--- config.mk ---
export PLATFORM = sky130hd
export DESIGN_NAME = instr_enc
export DESIGN_NICKNAME = d
export VERILOG_FILES = /design/src/rtl/instr_enc.sv
export SDC_FILE = /design/constraint.sdc
export NUM_CORES = 1
export LEC_CHECK = 0
export BUFFER_PORTS_ARGS = -buffer_cell sky130_fd_sc_hd__buf_2
export CAP_MARGIN = 30
export CORE_AREA = 2 2 84 86
export DETAILED_ROUTE_END_ITERATION = 7
export DIE_AREA = 0 0 86 88
export GPL_ROUTABILITY_DRIVEN = 1
export PLACE_DENSITY_LB_ADDON = 0.1
export SYNTH_ARGS = -nofsm -noshare
export SYNTH_HDL_FRONTEND = slang
export SYNTH_SLANG_ARGS = --single-unit
--- constraint.sdc ---
create_clock -name clk -period 1.73 [get_ports clk]
set_input_delay 0 -clock clk [delete_from_list [all_inputs] [get_ports clk]]
set_output_delay 0 -clock clk [all_outputs]
set_load 0.005 [all_outputs]
--- src/rtl/instr_enc.sv ---
// Instruction encoder/loader: turns control-unit words back into MIPS instructions
// and streams them into instruction memory. Optional NOP padding via ENC_NOP_PAD_EN.
module instr_enc #(
    parameter int ADDR_W = 8
) (
    input  logic              clk,
    input  logic              rst_n,
    input  logic              start,
    input  logic              flush,
    input  logic              in_valid,
    output logic              in_ready,
    input  logic [10:0]       in_signal,
    input  logic [4:0]        in_rs,
    input  logic [4:0]        in_rt,
    input  logic [4:0]        in_rd,
    input  logic [4:0]        in_shamt,
    input  logic [15:0]       in_imm,
    output logic              imem_we,
    output logic [ADDR_W-1:0] imem_addr,
    output logic [31:0]       imem_wdata,
    output logic [ADDR_W:0]   count,
    output logic              busy,
    output logic              full,
    output logic              err
);

    typedef enum logic [1:0] {
        ST_IDLE = 2'b00,
        ST_RUN  = 2'b01,
        ST_PAD  = 2'b10,
        ST_FULL = 2'b11
    } state_e;

    // count value of the last free slot; writing it fills the memory
    localparam logic [ADDR_W:0] LAST_CNT = {1'b0, {ADDR_W{1'b1}}};

    // Returns {legal, word} for one control word plus its operand fields.
    function automatic logic [32:0] encode_word(
        input logic [10:0] sig,
        input logic [4:0]  rs,
        input logic [4:0]  rt,
        input logic [4:0]  rd,
        input logic [4:0]  shamt,
        input logic [15:0] imm
    );
        logic [4:0]  ctrl;
        logic [5:0]  func;
        logic [5:0]  op;
        logic        legal;
        logic [32:0] res;
        ctrl  = sig[10:6];
        func  = sig[5:0];
        op    = 6'b000000;
        legal = 1'b0;
        res   = 33'd0;
        case (ctrl)
            5'b00011: res = {1'b1, 6'b000000, rs, rt, rd, shamt, func};
            5'b00101: begin
                legal = 1'b1;
                case (func)
                    6'b100000: op = 6'b001000;
                    6'b100001: op = 6'b001001;
                    6'b100100: op = 6'b001100;
                    6'b100101: op = 6'b001101;
                    6'b100110: op = 6'b001110;
                    6'b101010: op = 6'b001010;
                    6'b101011: op = 6'b001011;
                    default:   legal = 1'b0;
                endcase
                res = {legal, op, rs, rt, imm};
            end
            5'b10101: res = {(func == 6'b100000), 6'b100011, rs, rt, imm};
            5'b01100,
            5'b01110: res = {(func == 6'b100000), 6'b101011, rs, rt, imm};
            5'b00000: res = {(func == 6'b000000), 32'h0000_0000};
            default:  res = 33'd0;
        endcase
        return res;
    endfunction

    state_e            state_q, state_d;
    logic [ADDR_W-1:0] ptr_q, ptr_d;
    logic [ADDR_W:0]   count_q, count_d;
    logic              err_q, err_d;
    logic              we_q, we_d;
    logic [ADDR_W-1:0] addr_q, addr_d;
    logic [31:0]       wdata_q, wdata_d;
    logic [32:0]       enc_s;
    logic              in_ready_s;
    logic              accept_s;

`ifdef ENC_NOP_PAD_EN
    assign in_ready_s = (state_q == ST_RUN) & ~start & ~flush;
`else
    logic flush_unused_s;
    assign flush_unused_s = flush;
    assign in_ready_s     = (state_q == ST_RUN) & ~start;
`endif

    assign enc_s    = encode_word(in_signal, in_rs, in_rt, in_rd, in_shamt, in_imm);
    assign accept_s = in_valid & in_ready_s;

    // Next-state, pointer/count and write-port logic.
    always_comb begin
        state_d = state_q;
        ptr_d   = ptr_q;
        count_d = count_q;
        err_d   = err_q;
        we_d    = 1'b0;
        addr_d  = addr_q;
        wdata_d = wdata_q;
        if (start) begin
            state_d = ST_RUN;
            ptr_d   = {ADDR_W{1'b0}};
            count_d = {(ADDR_W+1){1'b0}};
            err_d   = 1'b0;
        end else begin
            case (state_q)
                ST_RUN: begin
                    if (accept_s) begin
                        if (enc_s[32]) begin
                            we_d    = 1'b1;
                            addr_d  = ptr_q;
                            wdata_d = enc_s[31:0];
                            ptr_d   = ptr_q + ADDR_W'(1);
                            count_d = count_q + (ADDR_W+1)'(1);
                            if (count_q == LAST_CNT) begin
                                state_d = ST_FULL;
                            end else begin
                                state_d = ST_RUN;
                            end
                        end else begin
                            err_d = 1'b1;
                        end
                    end
`ifdef ENC_NOP_PAD_EN
                    else if (flush) begin
                        state_d = ST_PAD;
                    end
`endif
                    else begin
                        state_d = ST_RUN;
                    end
                end
`ifdef ENC_NOP_PAD_EN
                ST_PAD: begin
                    we_d    = 1'b1;
                    addr_d  = ptr_q;
                    wdata_d = 32'h0000_0000;
                    ptr_d   = ptr_q + ADDR_W'(1);
                    count_d = count_q + (ADDR_W+1)'(1);
                    if (count_q == LAST_CNT) begin
                        state_d = ST_FULL;
                    end else begin
                        state_d = ST_PAD;
                    end
                end
`endif
                ST_IDLE: state_d = ST_IDLE;
                ST_FULL: state_d = ST_FULL;
                default: state_d = ST_IDLE;
            endcase
        end
    end

    // State and output registers.
    always_ff @(posedge clk or negedge rst_n) begin
        if (!rst_n) begin
            state_q <= ST_IDLE;
            ptr_q   <= {ADDR_W{1'b0}};
            count_q <= {(ADDR_W+1){1'b0}};
            err_q   <= 1'b0;
            we_q    <= 1'b0;
            addr_q  <= {ADDR_W{1'b0}};
            wdata_q <= 32'h0000_0000;
        end else begin
            state_q <= state_d;
            ptr_q   <= ptr_d;
            count_q <= count_d;
            err_q   <= err_d;
            we_q    <= we_d;
            addr_q  <= addr_d;
            wdata_q <= wdata_d;
        end
    end

    assign in_ready   = in_ready_s;
    assign imem_we    = we_q;
    assign imem_addr  = addr_q;
    assign imem_wdata = wdata_q;
    assign count      = count_q;
    assign err        = err_q;
    assign busy       = (state_q == ST_RUN) | (state_q == ST_PAD);
    assign full       = (state_q == ST_FULL);

endmodule

Word level (Yosys, flattened, before mapping)
Cells that the tools add are included.
Cells by class
  add/sub/neg operators: 2
  multiply operators: 0
  divide/modulo/power cells: 0
  $lt $le $gt $ge: 0
  equal/unequal tests: 18
  shifts and indexed selects: 0
  mux-type cells: 24
  bitwise logic cells: 4
  reductions and logical operators: 10
Operators with widths (count)
  33-bit case mux with 5 select lines: 1
  6-bit equality test (second input constant): 7
  9-bit 2-to-1 mux: 4
  8-bit 2-to-1 mux: 4
  4-bit case mux with 7 select lines: 1
  5-bit by 4-bit equality test with 1-bit output (second input constant): 2
  9-bit by 1-bit adder with 9-bit output (second input constant): 1
  9-bit by 8-bit equality test with 1-bit output (second input constant): 1
  1-bit 2-to-1 mux: 9
  8-bit by 1-bit adder with 8-bit output (second input constant): 1
  2-bit 2-to-1 mux: 4
  7-bit OR reduction: 1
  6-bit logical NOT: 1
  3-bit AND reduction: 2
  2-bit nonzero test: 3
  5-bit by 2-bit equality test with 1-bit output (second input constant): 1
  5-bit by 3-bit equality test with 1-bit output (second input constant): 1
  5-bit equality test (second input constant): 1
  5-bit logical NOT: 1
  2-bit equality test (second input constant): 2
  4-bit != test (second input constant): 1
  2-bit case mux with 2 select lines: 1
  4-bit AND reduction: 1
  1-bit AND: 2
  other kinds (5): 5
Word-level totals
  register bits: 61
  latch bits: 0
  RAM bits: 0
  ROM bits: 0
  input port bits: 52
  memories: 0

Depth between registers and ports, before layout
  word-level depth: 8
  gate-level depth with buffers: 8
  mapped depth without buffers: 7

Least setup slack after synthesis
Ideal clock, no wire load.
  path type: register to register
  from: register state_q[1]
  to: register wdata_q[31], in the netlist imem_wdata[31]
  data arrival time: 1477 ps
  path slack: 125 ps
  cell stages (with the launch flop): 9
  path through: dfrtp_1 > inv_1 > ha_1 > nand2_1 > a21oi_2 > nand2_1 > buf_2 > inv_2 > mux2_1
Between the ends
  longest elaborated chain between the ends: 4
RTL lines
  from (decl): line 81  | state_e state_q, state_d;
  from (signal assigned): line 177  | state_q <= state_d;
  2-bit by 1-bit equality test with 1-bit output (*): line 97, 118
  1-bit AND: line 97  | assign in_ready_s = (state_q == ST_RUN) & ~start;
  1-bit AND: line 101  | assign accept_s = in_valid & in_ready_s;
  4-bit AND reduction (no line) (*)
  to (signal assigned): line 183  | wdata_q <= wdata_d;
  to (decl): line 87  | logic [31:0] wdata_q, wdata_d;
Mark *: on every way between the ends. The rest lies on a longest branch, timed or not.
A chain may end at the register's enable or synchronous reset.

Worst setup path in the final report
  from: input port in_signal[8]
  to: register wdata_q[4], in the netlist imem_wdata[4]
Between the ends
  longest elaborated chain between the ends: 4
  elaborated cells on any way between the ends: 9
RTL lines
  from (decl): line 12  | input logic [10:0] in_signal,
  5-bit by 4-bit equality test with 1-bit output: line 56  | case (ctrl)
  2-bit OR reduction: line 56
  33-bit case mux with 5 select lines (*): line 56
  4-bit AND reduction (no line)
Marks and branches as above.

==> impl_metrics.py <==
metrics = {
    "outcome": {
        "status": "finished, violations left",
        "violations": "negative hold slack",
    },
    "floorplan": {
        "rows": 30,
        "fp.dieW_um": 86,
        "start_util_pct": 44.3,
        "dieArea_mm2": 0.00757,
        "io_pins": 106,
        "core_area_mm2": 0.00664,
        "die_h_um": 88,
    },
    "logic_synthesis": {
        "yosysUniqueCellTypes": 51,
        "synth_top_area_share_pct": 51.0,
        "synth_edf_count": 0,
        "synth_ff_type": "dfrtp_1",
        "synth_area_mm2": 0.00294,
        "ys_warn_count": 0,
        "yosysSeqAreaShare_pct": 51.0,
        "synth_seq_cells": 60,
        "async_reset_ff_share_pct": 100,
        "yosys-top-cells-area": "dfrtp_1 (51%), o21ai_0 (7.3%), a22oi_1 (4.1%)",
        "synth_nets": 361,
        "netlist_instances": 304,
        "synth_top_area_cell": "dfrtp_1",
        "syn_area_per_cell_um2": 9.68,
    },
    "cts": {
        "ctsHtreeMaxLevel": 3,
        "clk_latency_ps": 340,
        "cts_root_buffer": "clkbuf_8",
        "clockBufferDepth": 2,
        "cts_tree": "done",
        "numCtsBuffers": 9,
        "cts.sinks": 60,
        "clkSlewWorstSetupHoldPaths_ps": 70,
    },
    "cells_and_area": {
        "regArea_mm2": 0.00150,
        "nNetsFinal": 522,
        "fin_area_mm2": 0.00429,
        "utilization_pct": 64.6,
        "layout_common_cells": "buf_2 (103), dfrtp_1 (60), o21ai_0 (41), dlygate4sd3_1 (38)",
        "nFillCells": 556,
        "multi_input_area_mm2": 0.00135,
        "drive_above_1_share_pct": 35.2,
        "antennaDiodeCount": 0,
        "final_common_cell": "buf_2",
        "syn_to_final_growth_pct": 45.9,
    },
    "timing": {
        "worst_pin_slew_ps": 502,
        "fin_tns_setup_ps": 0,
        "finalSetupViolations": 0,
        "fin_ws_ps": 101,
        "max_clock_freq_ghz": 0.614,
        "hold_slack_ps": -4.68,
        "drv_slew": 0,
        "hold_viol_final": 1,
        "fin_crit_ps": 1630,
        "post-route-period-util_pct": 94.1,
        "skew_ps": 9.50,
        "slew_headroom_pct": 66.6,
    },
    "critical_path": {
        "cp_top_family": "buffers and inverters",
        "end_kind": "flip-flop",
        "crit_top_cell": "dlygate4sd3_1",
        "critPathMaxFanout": 12,
        "arrival_ps": 1840,
        "critical_path_required_ps": 1940,
        "cpMaxStageDelayCell": "dlygate4sd3_1",
        "max_stage_delay_ps": 580,
        "cp_cell_sequence": "buf_2, dlygate4sd3_1, nand2_1, nand2_4, buf_8, a22oi_1, dlygate4sd3_1, o21ai_1",
        "crit_type": "in2reg",
        "critical_path_buf_inv_count": 4,
        "cp-start-kind": "input pin",
    },
    "pwr": {
        "max-vdd-ir-drop_mv": 0.346,
        "powerDensity_mw_per_mm2": 709,
        "power_uw": 3050,
        "power_leakage_uw": 0.00204,
    },
    "drt": {
        "vias_per_cell": 5.37,
        "first_pass_iters": 4,
        "drt_iter0_drc": 153,
        "wl_per_cell_um": 15.0,
        "vias": 2946,
        "route.detailed.drc": 0,
        "wl_mm": 8.26,
        "ant_nets": 0,
    },
    "place": {
        "hpwl_mm": 5.52,
        "globalplace.congestion": 0.839,
        "pre_cts_slack_ps": -116,
        "placed_area_mm2": 0.00368,
        "port-buffer-count": 103,
    },
    "hold_path": {
        "hp-class": "in2reg",
    },
    "global_route": {
        "grt_first_pass_wirelength_mm": 13.0,
        "gr-total-overflow": 0,
        "gr-usage-all-layers_pct": 21.8,
        "antenna_found_initial": 0,
        "grt_pass1_vias": 2797,
        "grt_max_degree": 43,
    },
    "job": {
        "cap_violations": 0,
    },
}
## report_power, final
| group | internal (uW) | switching [uW] |
|---|---|---|
| combinational | 256 | 233 |
| sequential | 1450 | 29.2 |
| clock | 510 | 569 |
## layer usage
metal	global-route usage [%]	up-vias	part of all wire (%)	wire length (um)
met4	8.37	0	1.3	110
met3	3.86	12	5.4	444
met2	34.7	91	48	4000
met1	29.8	1425	45	3710
met5	0	-	0	0
li1	-	1418	-	-
## worst register-to-register path, cell delays in order, from the launching register on
cell	delay, ps
dfrtp_1	390
inv_2	80
ha_4	140
nand2_2	70
buf_4	140
nor4_1	320
mux2_1	360
## state kept, by name (all words and copies together) (netlist names)
name	flops
count	9
err	1
state_q	2
imem_we	1
imem_wdata	31
ptr_q	8
imem_addr	8
## synth_stat cells (2+ instances only)
cell type	number
dfrtp_1	60
o21ai_0	43
nand2_1	29
o21ai_1	23
a22oi_1	16
a21oi_1	13
nor2_1	12
clkbuf_1	11
nand3_1	8
inv_1	7
nor2b_1	7
buf_2	6
mux2_1	6
ha_1	5
or3_1	5
a22o_1	4
nor3_1	4
a31oi_1	3
nor4_1	3
xnor2_1	3
and3_1	2
buf_1	2
nand2b_1	2
o2bb2ai_1	2
or4_1	2
## cells by family after synthesis
logic type	share of synthesized area, %
xor gates and xnor gates	0.893
DFF	51.0
other	0.127
and+or+nand+nor	15.7
muxes	2.64
AOI/OAI and AO/OA	23.1
adders and majority gates	2.13
buffers and inverters	4.34
## cell type report
cell class / instances / share of cell area [%]
Multi-Input combinational cell: 215 / 31.5
Sequential cell: 60 / 35.0
Tap cell: 80 / 2.33
Clock inverter: 6 / 0.991
Clock buffer: 9 / 2.88
Timing Repair Buffer: 171 / 26.7
Inverter: 8 / 0.699
## stage by stage
step,std cells,hold slack [ps]
6_report,549,-4.68
5_1_grt,549,10.4
4_1_cts,547,5.75
3_5_place_dp,494,1.08
3_3_place_gp,494,-2.47
2_1_floorplan,304,-296
## repair_timing
item                                   4_1_cts  5_1_grt
setup endpoints to repair                    4       39
pin swaps                                    0        1
resized for setup                            3       12
endpoints found under the hold margin       47        0
buffers inserted                             0        2
hold buffers                                38        0
## worst paths after layout
path | start | slack, ps | cells after the start | endpoint
worst max-delay path | in_signal[8] | 100 | 8 | imem_wdata[4]$_DFFE_PN0P_
worst min-delay path | in_shamt[3] | -5 | 3 | imem_wdata[9]$_DFFE_PN0P_
worst max register to register | state_q[1]$_DFFE_PN0P_ | 120 | 6 | ptr_q[5]$_DFFE_PN0P_
worst min register to register | err$_DFFE_PN0P_ | 490 | 2 | err$_DFFE_PN0P_
max in group asynchronous | rst_n | 980 | 3 | imem_wdata[26]$_DFFE_PN0P_
min in group asynchronous | rst_n | 160 | 2 | imem_wdata[11]$_DFFE_PN0P_
Power figures use the tool's default switching activity.
